File: src/rtl/periph_rr_arbiter.sv
`default_nettype none
// ============================================================================
// periph_rr_arbiter : round-robin req/gnt arbiter sharing one register-bus
// target, with in-order response routing via a winner-index FIFO.
// Optional feature macro: PERIPH_ARB_LOCK_EN (adds lock_i bus locking).
// Rev 1.0
// ============================================================================
module periph_rr_arbiter #(
  parameter int N_REQ     = 4,
  parameter int ID_W      = 10,
  parameter int MAX_OUTST = 2
) (
  input  logic                  clk_i,
  input  logic                  rst_i,
  input  logic [N_REQ-1:0]      req_i,
  output logic [N_REQ-1:0]      gnt_o,
  input  logic [N_REQ*32-1:0]   add_i,
  input  logic [N_REQ-1:0]      wen_i,
  input  logic [N_REQ*4-1:0]    be_i,
  input  logic [N_REQ*32-1:0]   data_i,
  input  logic [N_REQ*ID_W-1:0] id_i,
`ifdef PERIPH_ARB_LOCK_EN
  input  logic [N_REQ-1:0]      lock_i,
`endif
  output logic [31:0]           r_data_o,
  output logic [N_REQ-1:0]      r_valid_o,
  output logic [ID_W-1:0]       r_id_o,
  output logic                  tgt_req_o,
  input  logic                  tgt_gnt_i,
  output logic [31:0]           tgt_add_o,
  output logic                  tgt_wen_o,
  output logic [3:0]            tgt_be_o,
  output logic [31:0]           tgt_data_o,
  output logic [ID_W-1:0]       tgt_id_o,
  input  logic [31:0]           tgt_r_data_i,
  input  logic                  tgt_r_valid_i,
  input  logic [ID_W-1:0]       tgt_r_id_i,
  output logic                  err_o
);

  localparam int IDX_W = (N_REQ > 1) ? $clog2(N_REQ) : 1;
  localparam int FP_W  = (MAX_OUTST > 1) ? $clog2(MAX_OUTST) : 1;
  localparam int CNT_W = $clog2(MAX_OUTST + 1);

  localparam logic [IDX_W-1:0] IDX_LAST = IDX_W'(N_REQ - 1);
  localparam logic [FP_W-1:0]  FP_LAST  = FP_W'(MAX_OUTST - 1);
  localparam logic [CNT_W-1:0] CNT_FULL = CNT_W'(MAX_OUTST);

  localparam logic [0:0] ST_IDLE = 1'b0;
  localparam logic [0:0] ST_HOLD = 1'b1;

  logic [0:0]       state_q, state_d;
  logic [IDX_W-1:0] win_q, win_d;
  logic [IDX_W-1:0] rr_ptr_q, rr_ptr_d;
  logic [IDX_W-1:0] fifo_q [MAX_OUTST];
  logic [FP_W-1:0]  wr_q, wr_d, rd_q, rd_d;
  logic [CNT_W-1:0] cnt_q, cnt_d;
  logic             err_q, err_d;

  logic [31:0]      add_a  [N_REQ];
  logic [31:0]      data_a [N_REQ];
  logic [3:0]       be_a   [N_REQ];
  logic [ID_W-1:0]  id_a   [N_REQ];

  logic             full, empty;
  logic             arb_vld;
  logic [IDX_W-1:0] arb_idx;
  logic [IDX_W-1:0] arb_probe;
  int               arb_j;
  logic             cand_vld;
  logic [IDX_W-1:0] cand_idx;
  logic             lock_act;
  logic [IDX_W-1:0] winner;
  logic             req_int;
  logic             hs;
  logic             pop;

  for (genvar g = 0; g < N_REQ; g++) begin : g_unpack
    assign add_a[g]  = add_i[g*32 +: 32];
    assign data_a[g] = data_i[g*32 +: 32];
    assign be_a[g]   = be_i[g*4 +: 4];
    assign id_a[g]   = id_i[g*ID_W +: ID_W];
  end

  assign full  = (cnt_q == CNT_FULL);
  assign empty = (cnt_q == '0);

  // Scan from the highest offset down so the closest requester at/after rr_ptr wins.
  always_comb begin
    arb_vld   = 1'b0;
    arb_idx   = '0;
    arb_j     = 0;
    arb_probe = '0;
    for (int k = N_REQ - 1; k >= 0; k--) begin
      arb_j = int'(rr_ptr_q) + k;
      if (arb_j >= N_REQ) arb_j = arb_j - N_REQ;
      arb_probe = IDX_W'(arb_j);
      if (req_i[arb_probe]) begin
        arb_vld = 1'b1;
        arb_idx = arb_probe;
      end
    end
  end

`ifdef PERIPH_ARB_LOCK_EN
  logic [IDX_W-1:0] last_q;
  logic             last_vld_q;

  assign lock_act = last_vld_q & lock_i[last_q];
  assign cand_vld = lock_act ? req_i[last_q] : arb_vld;
  assign cand_idx = lock_act ? last_q : arb_idx;

  always_ff @(posedge clk_i or posedge rst_i) begin
    if (rst_i) begin
      last_q     <= '0;
      last_vld_q <= 1'b0;
    end else if (hs) begin
      last_q     <= winner;
      last_vld_q <= 1'b1;
    end
  end
`else
  assign lock_act = 1'b0;
  assign cand_vld = arb_vld;
  assign cand_idx = arb_idx;
`endif

  // FSM: state register
  always_ff @(posedge clk_i or posedge rst_i) begin
    if (rst_i) begin
      state_q <= ST_IDLE;
      win_q   <= '0;
    end else begin
      state_q <= state_d;
      win_q   <= win_d;
    end
  end

  // FSM: next state
  always_comb begin
    state_d = state_q;
    win_d   = win_q;
    case (state_q)
      ST_IDLE: begin
        if (cand_vld && !full && !tgt_gnt_i) begin
          state_d = ST_HOLD;
          win_d   = cand_idx;
        end
      end
      ST_HOLD: begin
        if (tgt_gnt_i) state_d = ST_IDLE;
      end
      default: state_d = ST_IDLE;
    endcase
  end

  // FSM: outputs; reset gates the combinational paths so outputs drop immediately.
  always_comb begin
    winner  = win_q;
    req_int = 1'b0;
    case (state_q)
      ST_IDLE: begin
        winner  = cand_idx;
        req_int = cand_vld & ~full;
      end
      ST_HOLD: begin
        winner  = win_q;
        req_int = 1'b1;
      end
      default: begin
        winner  = win_q;
        req_int = 1'b0;
      end
    endcase
    tgt_req_o      = req_int & ~rst_i;
    gnt_o          = '0;
    gnt_o[winner]  = req_int & tgt_gnt_i & ~rst_i;
  end

  assign hs = tgt_req_o & tgt_gnt_i;

  assign tgt_add_o  = rst_i ? 32'h0 : add_a[winner];
  assign tgt_wen_o  = rst_i ? 1'b0 : wen_i[winner];
  assign tgt_be_o   = rst_i ? 4'h0 : be_a[winner];
  assign tgt_data_o = rst_i ? 32'h0 : data_a[winner];
  assign tgt_id_o   = rst_i ? '0 : id_a[winner];

  assign pop = tgt_r_valid_i & ~empty;

  always_comb begin
    r_valid_o               = '0;
    r_valid_o[fifo_q[rd_q]] = pop & ~rst_i;
  end

  assign r_data_o = rst_i ? 32'h0 : tgt_r_data_i;
  assign r_id_o   = rst_i ? '0 : tgt_r_id_i;
  assign err_o    = err_q;

  // While a lock is held the pointer is frozen so the rotation resumes where it paused.
  always_comb begin
    rr_ptr_d = rr_ptr_q;
    wr_d     = wr_q;
    rd_d     = rd_q;
    cnt_d    = cnt_q;
    err_d    = err_q | (tgt_r_valid_i & empty);
    if (hs && !lock_act) begin
      rr_ptr_d = (winner == IDX_LAST) ? '0 : winner + IDX_W'(1);
    end
    if (hs)  wr_d = (wr_q == FP_LAST) ? '0 : wr_q + FP_W'(1);
    if (pop) rd_d = (rd_q == FP_LAST) ? '0 : rd_q + FP_W'(1);
    case ({hs, pop})
      2'b10:   cnt_d = cnt_q + CNT_W'(1);
      2'b01:   cnt_d = cnt_q - CNT_W'(1);
      default: cnt_d = cnt_q;
    endcase
  end

  always_ff @(posedge clk_i or posedge rst_i) begin
    if (rst_i) begin
      rr_ptr_q <= '0;
      wr_q     <= '0;
      rd_q     <= '0;
      cnt_q    <= '0;
      err_q    <= 1'b0;
      for (int i = 0; i < MAX_OUTST; i++) fifo_q[i] <= '0;
    end else begin
      rr_ptr_q <= rr_ptr_d;
      wr_q     <= wr_d;
      rd_q     <= rd_d;
      cnt_q    <= cnt_d;
      err_q    <= err_d;
      if (hs) fifo_q[wr_q] <= winner;
    end
  end

endmodule
`default_nettype wire
File: config.mk
export PLATFORM = sky130hd
export DESIGN_NAME = periph_rr_arbiter
export DESIGN_NICKNAME = d
export VERILOG_FILES = /design/src/rtl/periph_rr_arbiter.sv
export SDC_FILE = /design/constraint.sdc
export NUM_CORES = 1
export LEC_CHECK = 0
export BUFFER_PORTS_ARGS = -buffer_cell sky130_fd_sc_hd__buf_2
export CELL_PAD_IN_SITES_DETAIL_PLACEMENT = 1
export CELL_PAD_IN_SITES_GLOBAL_PLACEMENT = 1
export CORE_AREA = 2 2 194 196
export CTS_CLUSTER_SIZE = 25
export DETAILED_ROUTE_END_ITERATION = 6
export DIE_AREA = 0 0 196 198
export PLACE_DENSITY_LB_ADDON = 0.05
export SYNTH_ARGS = -nofsm -noshare
export SYNTH_HDL_FRONTEND = slang
export SYNTH_SLANG_ARGS = --single-unit
File: constraint.sdc
create_clock -name clk_i -period 6.4 [get_ports clk_i]
set_clock_uncertainty 0.05 [all_clocks]
set_input_delay 1.28 -clock clk_i [delete_from_list [all_inputs] [get_ports clk_i]]
set_output_delay 1.28 -clock clk_i [all_outputs]
set_load 0.01 [all_outputs]
==> flow_summary.yaml, run 1 <==
timing:
  slew_viol_final: 0
  setup_viol: 0
  final.period_utilization: 0.7681
  hold_viol_final: 0
  worst_pin_slew_ns: 0.9707
  fin_crit_ns: 4.916
  max_slew_margin: 0.3529
  rsz0062_at_grt: "false"
  fmax_mhz: 203.4
  fin_setup_tns_ns: 0
synthesis:
  yosysSeqAreaShare: 0.05506
  syn_area_per_cell_um2: 6.532
  synthFlopType: "dfrtp_1"
  syn-cell-area_um2: 6362
  ys_top_cells_by_area: "a2bb2oi_1 11%, o2111ai_1 11%, a311oi_1 9.8%"
  ys_types: 44
  synthCells: 974
  ys_ff_latch: 14
  synth.top_cell.area_share: 0.1088
  syn-num-nets: 1345
  yosys.area.top_type: "a2bb2oi_1"
  synth_edf_count: 0
  yosys_warnings: 0
  async_flop_share: 1.000
clocking:
  cts_tree: "built"
  cts_buffer_depth: 2
  path_clk_slew_ns: 0.05
  numClockSinks: 14
  cts_resized: 0
  cts_setup_buffers: 0
  clock_latency_ns: 0.24
  cts_buffers: 3
  cts_max_level: 1
  postCtsHoldBufs: 0
  cts-root-buf: "clkbuf_16"
global_routing:
  grt_overflow_total: 0
  grt_pass1_wl_um: 60730
  grt_max_degree: 153
  first_global_vias: 9893
  track_usage: 0.2011
  antenna_found_initial: 22
die:
  core_um2: 36960
  die_y_um: 198
  die_width_um: 196
  std_cell_rows: 71
  design.die.area_um2: 38810
  ioPinCount: 497
  start_util: 0.1722
detailed_routing:
  viasPerCell: 5.196
  drc: 0
  antenna_left: 0
  firstDrtPassIters: 4
  drt_iter0_drc: 351
  wl_um: 41610
  vias: 9602
  wl_per_cell_um: 22.52
power:
  fin_total_pwr_uw: 3129
  powerDensity_nw_per_um2: 338.8
  ir_drop_mv: 0.2686
  p_leak_uw: 0.003948
setup_path:
  endpoint_kind: "output pin"
  crit_type: "input pin to output pin"
  r2r-end: "cnt_q[1]$_DFFE_PP0P_"
  crit_required_ns: 5.07
  cp-endpoint: "tgt_data_o[2]"
  rr_startpoint: "state_q$_DFF_PP0_"
  critPathLaunch: "req_i[1]"
  ff2ff_path_depth: 8
  crit_path_max_fanout: 62
  regToRegSetupSlack_ns: 3.69
  critPathLaunchType: "input pin"
  cp.arrival_ns: 3.59
placed_design:
  dp_hpwl_um: 29610
  gp_congestion: 0.7540
  port_buffers: 496
  placed_cells: 1831
  placed_area_um2: 9125
cells_and_area:
  post-route-util: 0.2499
  drive_gt1_frac: 0.3931
  layout_common_cells: "495 x buf_2, 89 x nor2_1, 88 x nand2_1, 83 x o21ai_0, 80 x nand2b_1"
  final_common_cell: "buf_2"
  layout.nets: 1733
  stdcell_area_um2: 9236
  area_delta_synth_final_pct: 45.17
  final_cells: 1848
outcome:
  outcome: "finished, final reports clean"
worst_hold_path:
  hold_class: "register to register"
run:
  maxCapViolations: 0
## worst min path at each step
stage / startpoint / to / cells after the start
after floorplan: wr_q$_DFFE_PP0N_ / wr_q$_DFFE_PP0N_ / 1
after global placement: err_o$_DFF_PP0_ / err_o$_DFF_PP0_ / 1
after detailed placement: err_o$_DFF_PP0_ / err_o$_DFF_PP0_ / 1
after CTS: err_o$_DFF_PP0_ / err_o$_DFF_PP0_ / 1
after global routing: err_o$_DFF_PP0_ / err_o$_DFF_PP0_ / 1
final: err_o$_DFF_PP0_ / err_o$_DFF_PP0_ / 1
## worst max-delay path, stage by stage
cell	delay [ns]
buf_2	0.12
or3b_1	0.42
o221ai_4	0.18
o21ai_4	0.11
clkinv_2	0.31
buf_12	0.38
o2111ai_1	0.15
a211oi_1	0.37
buf_2	0.20
## logic make-up after synthesis
logic type	after synthesis	share of synthesized area
buffers and inverters	137	0.08849
multiplexers	6	0.01023
XOR/XNOR	5	0.006884
adder cells (fa/ha/maj)	5	0.009833
flip-flops	14	0.05506
AND/OR/NAND/NOR	394	0.3182
AO/OA/AOI/OAI	413	0.5113
## synth_stat cells (14+ instances only)
cell type / count
a211oi_1: 79
a2bb2oi_1: 79
a311oi_1: 71
buf_2: 27
clkbuf_1: 98
dfrtp_1: 14
nand2_1: 88
nand2b_1: 80
nor2_1: 89
nor2b_1: 46
o2111ai_1: 79
o21ai_0: 83
or3_1: 79
## report_power, final
part	internal, uW	total (uW)	leakage, uW	switching [uW]
sequential	131	231	0.000162	99.7
combinational	1040	2780	0.00375	1730
clock	84.3	122	0.0000382	37.3
## sequential cells by signal, indices dropped and copies added (netlist names)
signal    count
state_q       1
cnt_q         2
rd_q          1
win_q         2
rr_ptr_q      2
fifo_q        4
err_o         1
wr_q          1
## per-stage QoR
step / setup WS [ns] / hold WS (ns)
2_1_floorplan: 2.315 / 0.4133
4_1_cts: 1.421 / 0.4113
5_1_grt: 1.322 / 0.4369
6_report: 1.484 / 0.4050
3_5_place_dp: 1.426 / 0.4008
3_3_place_gp: 1.442 / 0.3963
## cell type report
| cell class | instances | area, um2 |
|---|---|---|
| Clock buffer | 4 | 78.83 |
| Inverter | 9 | 35.03 |
| Tap cell | 474 | 593.1 |
| Multi-Input combinational cell | 823 | 5490 |
| Fill cell | 4708 | 27720 |
| Antenna cell | 13 | 32.53 |
| Timing Repair Buffer | 511 | 2648 |
| Sequential cell | 14 | 359.1 |
## metal layers
metal,vias up,part of all wire,track usage
met3,34,0.067,0.04854
met2,327,0.50,0.3669
li1,4600,-,-
met4,12,0.011,0.03760
met5,-,0.0016,0
met1,4629,0.42,0.2401
Power figures use the tool's default switching activity.
==> inputs of run 2 (changes only) <==
Settings changed: ABC_AREA set to 1, CORE_AREA 2 2 194 196 to 2 2 192 194, DIE_AREA 0 0 196 198 to 0 0 194 196.
Clock period 6.4 ns to 4.7 ns, I/O delays scaled along.
==> run 2 against run 1 <==
Combinational power increased by 60%. Total power increased by 55%. Global-route usage fell by 4.3 points. Sequential share of layout area increased by 0.73 points. Wire length shrank 23%. Worst setup slack worse by 0.86 ns. Highest routed layer unchanged. Clock power grew 52%. Utilization decreased by 3.9 points. Largest power group unchanged.
==> flow_summary.yaml, run 2 <==
synthesis:
  yosysSeqAreaShare: 0.07487
  synth-xor-area-share: 0.007487
  ys_types: 22
  synth_compound_area_frac: 0.02246
  syn_area_per_cell_um2: 4.624
  synth_edf_count: 0
  synthFlopType: "dfrtp_1"
  syn-cell-area_um2: 4679
  synthAdderAreaFrac: 0.01337
  async_flop_share: 1.000
  syn-num-nets: 1383
  yosys.area.top_type: "nand2_1"
  ys_top_cells_by_area: "nand2_1 29%, nand3_1 26%, nor2_1 16%"
  ys_ff_latch: 14
  synth-simple-area-share: 0.7286
  synth_top_family_by_area: "simple AND/OR/NAND/NOR gates"
  synthTopCellsByCount: "357 x nand2_1, 246 x nand3_1, 204 x nor2_1"
  yosys_warnings: 0
  synthCells: 1012
  synth.most_common_cell: "nand2_1"
  synth_mux_area_frac: 0
  synth.top_cell.area_share: 0.2864
timing:
  fin_setup_tns_ns: 0
  layout_setup_ws_ns: 0.6227
  rsz0062_at_grt: "false"
  max_slew_margin: 0.5322
  setup_viol: 0
  fin_crit_ns: 4.077
  fmax_mhz: 245.3
  worst_pin_slew_ns: 0.7017
  hold_viol_final: 0
  final.period_utilization: 0.8675
  slew_viol_final: 0
clocking:
  postCtsHoldBufs: 0
  cts_tree: "built"
  cts_max_level: 1
  numClockSinks: 14
  cts_buffers: 3
  path_clk_slew_ns: 0.05
  cts_buffer_depth: 2
  cts_setup_buffers: 0
  clock_latency_ns: 0.25
  cts-root-buf: "clkbuf_16"
  cts_resized: 0
power:
  ir_drop_mv: 0.3650
  p_sw_frac: 0.6321
  p_int_uw: 1788
  pwr-share-comb: 0.916
  p_seq_frac: 0.046
  p_leak_uw: 0.004748
  power_frac_clock: 0.038
  switchingPower_uw: 3073
  powerDensity_nw_per_um2: 640.2
detailed_routing:
  dr_wl_met2_um: 16030
  wl_um: 31910
  drt_iter0_drc: 231
  antenna_left: 0
  vias: 7875
  viasPerCell: 4.112
  wl_met1_um: 13450
  wl_met3_um: 2261
  highest_layer: "met5"
  wl_per_cell_um: 16.66
  drc: 0
  firstDrtPassIters: 4
die:
  start_util: 0.1297
  core_um2: 36080
  die_width_um: 194
  die_y_um: 196
  std_cell_rows: 70
  design.die.area_um2: 38020
  ioPinCount: 497
outcome:
  outcome: "finished, final reports clean"
run:
  maxCapViolations: 0
placed_design:
  port_buffers: 496
  gp_congestion: 0.7659
  dp_hpwl_um: 24400
  pre_cts_ws_ns: 0.5756
setup_path:
  crit_required_ns: 3.71
  critPathLaunchType: "input pin"
  crit_top_cell: "nand3_1"
  crit_type: "input pin to output pin"
  cp_num_buf_inv: 4
  cp_slowest_stage_delay_ns: 0.51
  crit_path_max_fanout: 139
  cpMaxStageDelayCell: "buf_12"
  crit_family: "simple AND/OR/NAND/NOR gates"
  cp.arrival_ns: 3.09
  crit_chain: "buf_2 > inv_1 > o21ai_0 > nand2_1 > nand3_1 > nand3_1 > nand3_4 > buf_12 > nand3_1 > nand3_1 > nand2_1 > nor2_1 > buf_2"
  endpoint_kind: "output pin"
global_routing:
  track_usage: 0.1581
  grt_overflow_total: 0
  grt_pass1_wl_um: 47780
  first_global_vias: 7909
  grt_max_degree: 140
  antenna_found_initial: 10
cells_and_area:
  layout.nets: 1815
  drive_gt1_frac: 0.3611
  layout_common_cells: "496 x buf_2, 355 x nand2_1, 246 x nand3_1, 204 x nor2_1, 68 x inv_1"
  area_delta_synth_final_pct: 62.27
  largest_reg_flops: 4
  final_common_cell: "buf_2"
  num-fill-cells: 4874
  top_register: "fifo_q"
worst_hold_path:
  hold_class: "register to register"
[run 2: final timing paths]
path	from	end	slack [ns]	depth (start not counted)
min in group asynchronous	rst_i	win_q[1]$_DFFE_PP0P_	0.72	3
max	req_i[1]	tgt_add_o[31]	0.62	13
max reg2reg	rr_ptr_q[0]$_DFFE_PP0N_	cnt_q[1]$_DFFE_PP0P_	1.84	14
min	err_o$_DFF_PP0_	err_o$_DFF_PP0_	0.42	1
max in group asynchronous	rst_i	fifo_q[2]$_DFFE_PP0P_	3.37	3
min reg2reg	err_o$_DFF_PP0_	err_o$_DFF_PP0_	0.42	1
[run 2: layout make-up]
cell class	count	area, um2	share of cell area
tap	468	585.6	0.07711
antenna	4	10.01	0.001318
inverter	69	260.3	0.03427
sequential	14	350.3	0.04614
clock buffer	4	88.84	0.01170
multi-input combinational	846	3636	0.4788
timing repair buffer	510	2663	0.3506
[run 2: cell families after synthesis]
logic type / after synthesis
buffers and inverters: 152
flip-flops: 14
adder cells (fa/ha/maj): 5
XOR/XNOR: 4
AO/OA/AOI/OAI: 20
AND/OR/NAND/NOR: 817
[run 2: metrics by stage]
stage | hold slack (ns) | std cells | total power, uW | area [um2] | utilization
after floorplan | 0.3978 | 1012 | 3356 | 4679 | -
after global placement | 0.4222 | 1907 | 4834 | 7495 | 0.2077
after detailed placement | 0.4116 | 1907 | 4807 | 7495 | 0.2077
after CTS | 0.4258 | 1911 | 5013 | 7584 | 0.2102
after global routing | 0.4394 | 1914 | 5549 | 7591 | 0.2104
final | 0.4191 | 1915 | 4862 | 7594 | 0.2104
[run 2: worst reg2reg max path, stage by stage (launching register included)]
cell and delay [ns]:
dfrtp_1 0.58, inv_1 0.14, nand2_1 0.08, nand2_1 0.06, nand2_1 0.08, nand2_1 0.05, inv_1 0.06, nand2_1 0.05
o21ai_0 0.39, a21oi_1 0.15, nand2_1 0.29, ha_1 0.32, a21oi_1 0.14, o21ai_0 0.13, xor2_1 0.15
[run 2: per-layer routing]
layer  track usage  vias up
li1              -     4037
met3       0.03902       16
met4       0.01150       10
met5             0        -
met2        0.2917      280
met1        0.1920     3532
[run 2: power by group through the flow]
stage / registers, uW / clock network, uW / logic (uW)
2_1_floorplan: 204 / 0 / 3150
3_3_place_gp: 225 / 0 / 4610
3_5_place_dp: 226 / 0 / 4580
4_1_cts: 224 / 190 / 4600
5_1_grt: 235 / 197 / 5120
6_report: 224 / 185 / 4450
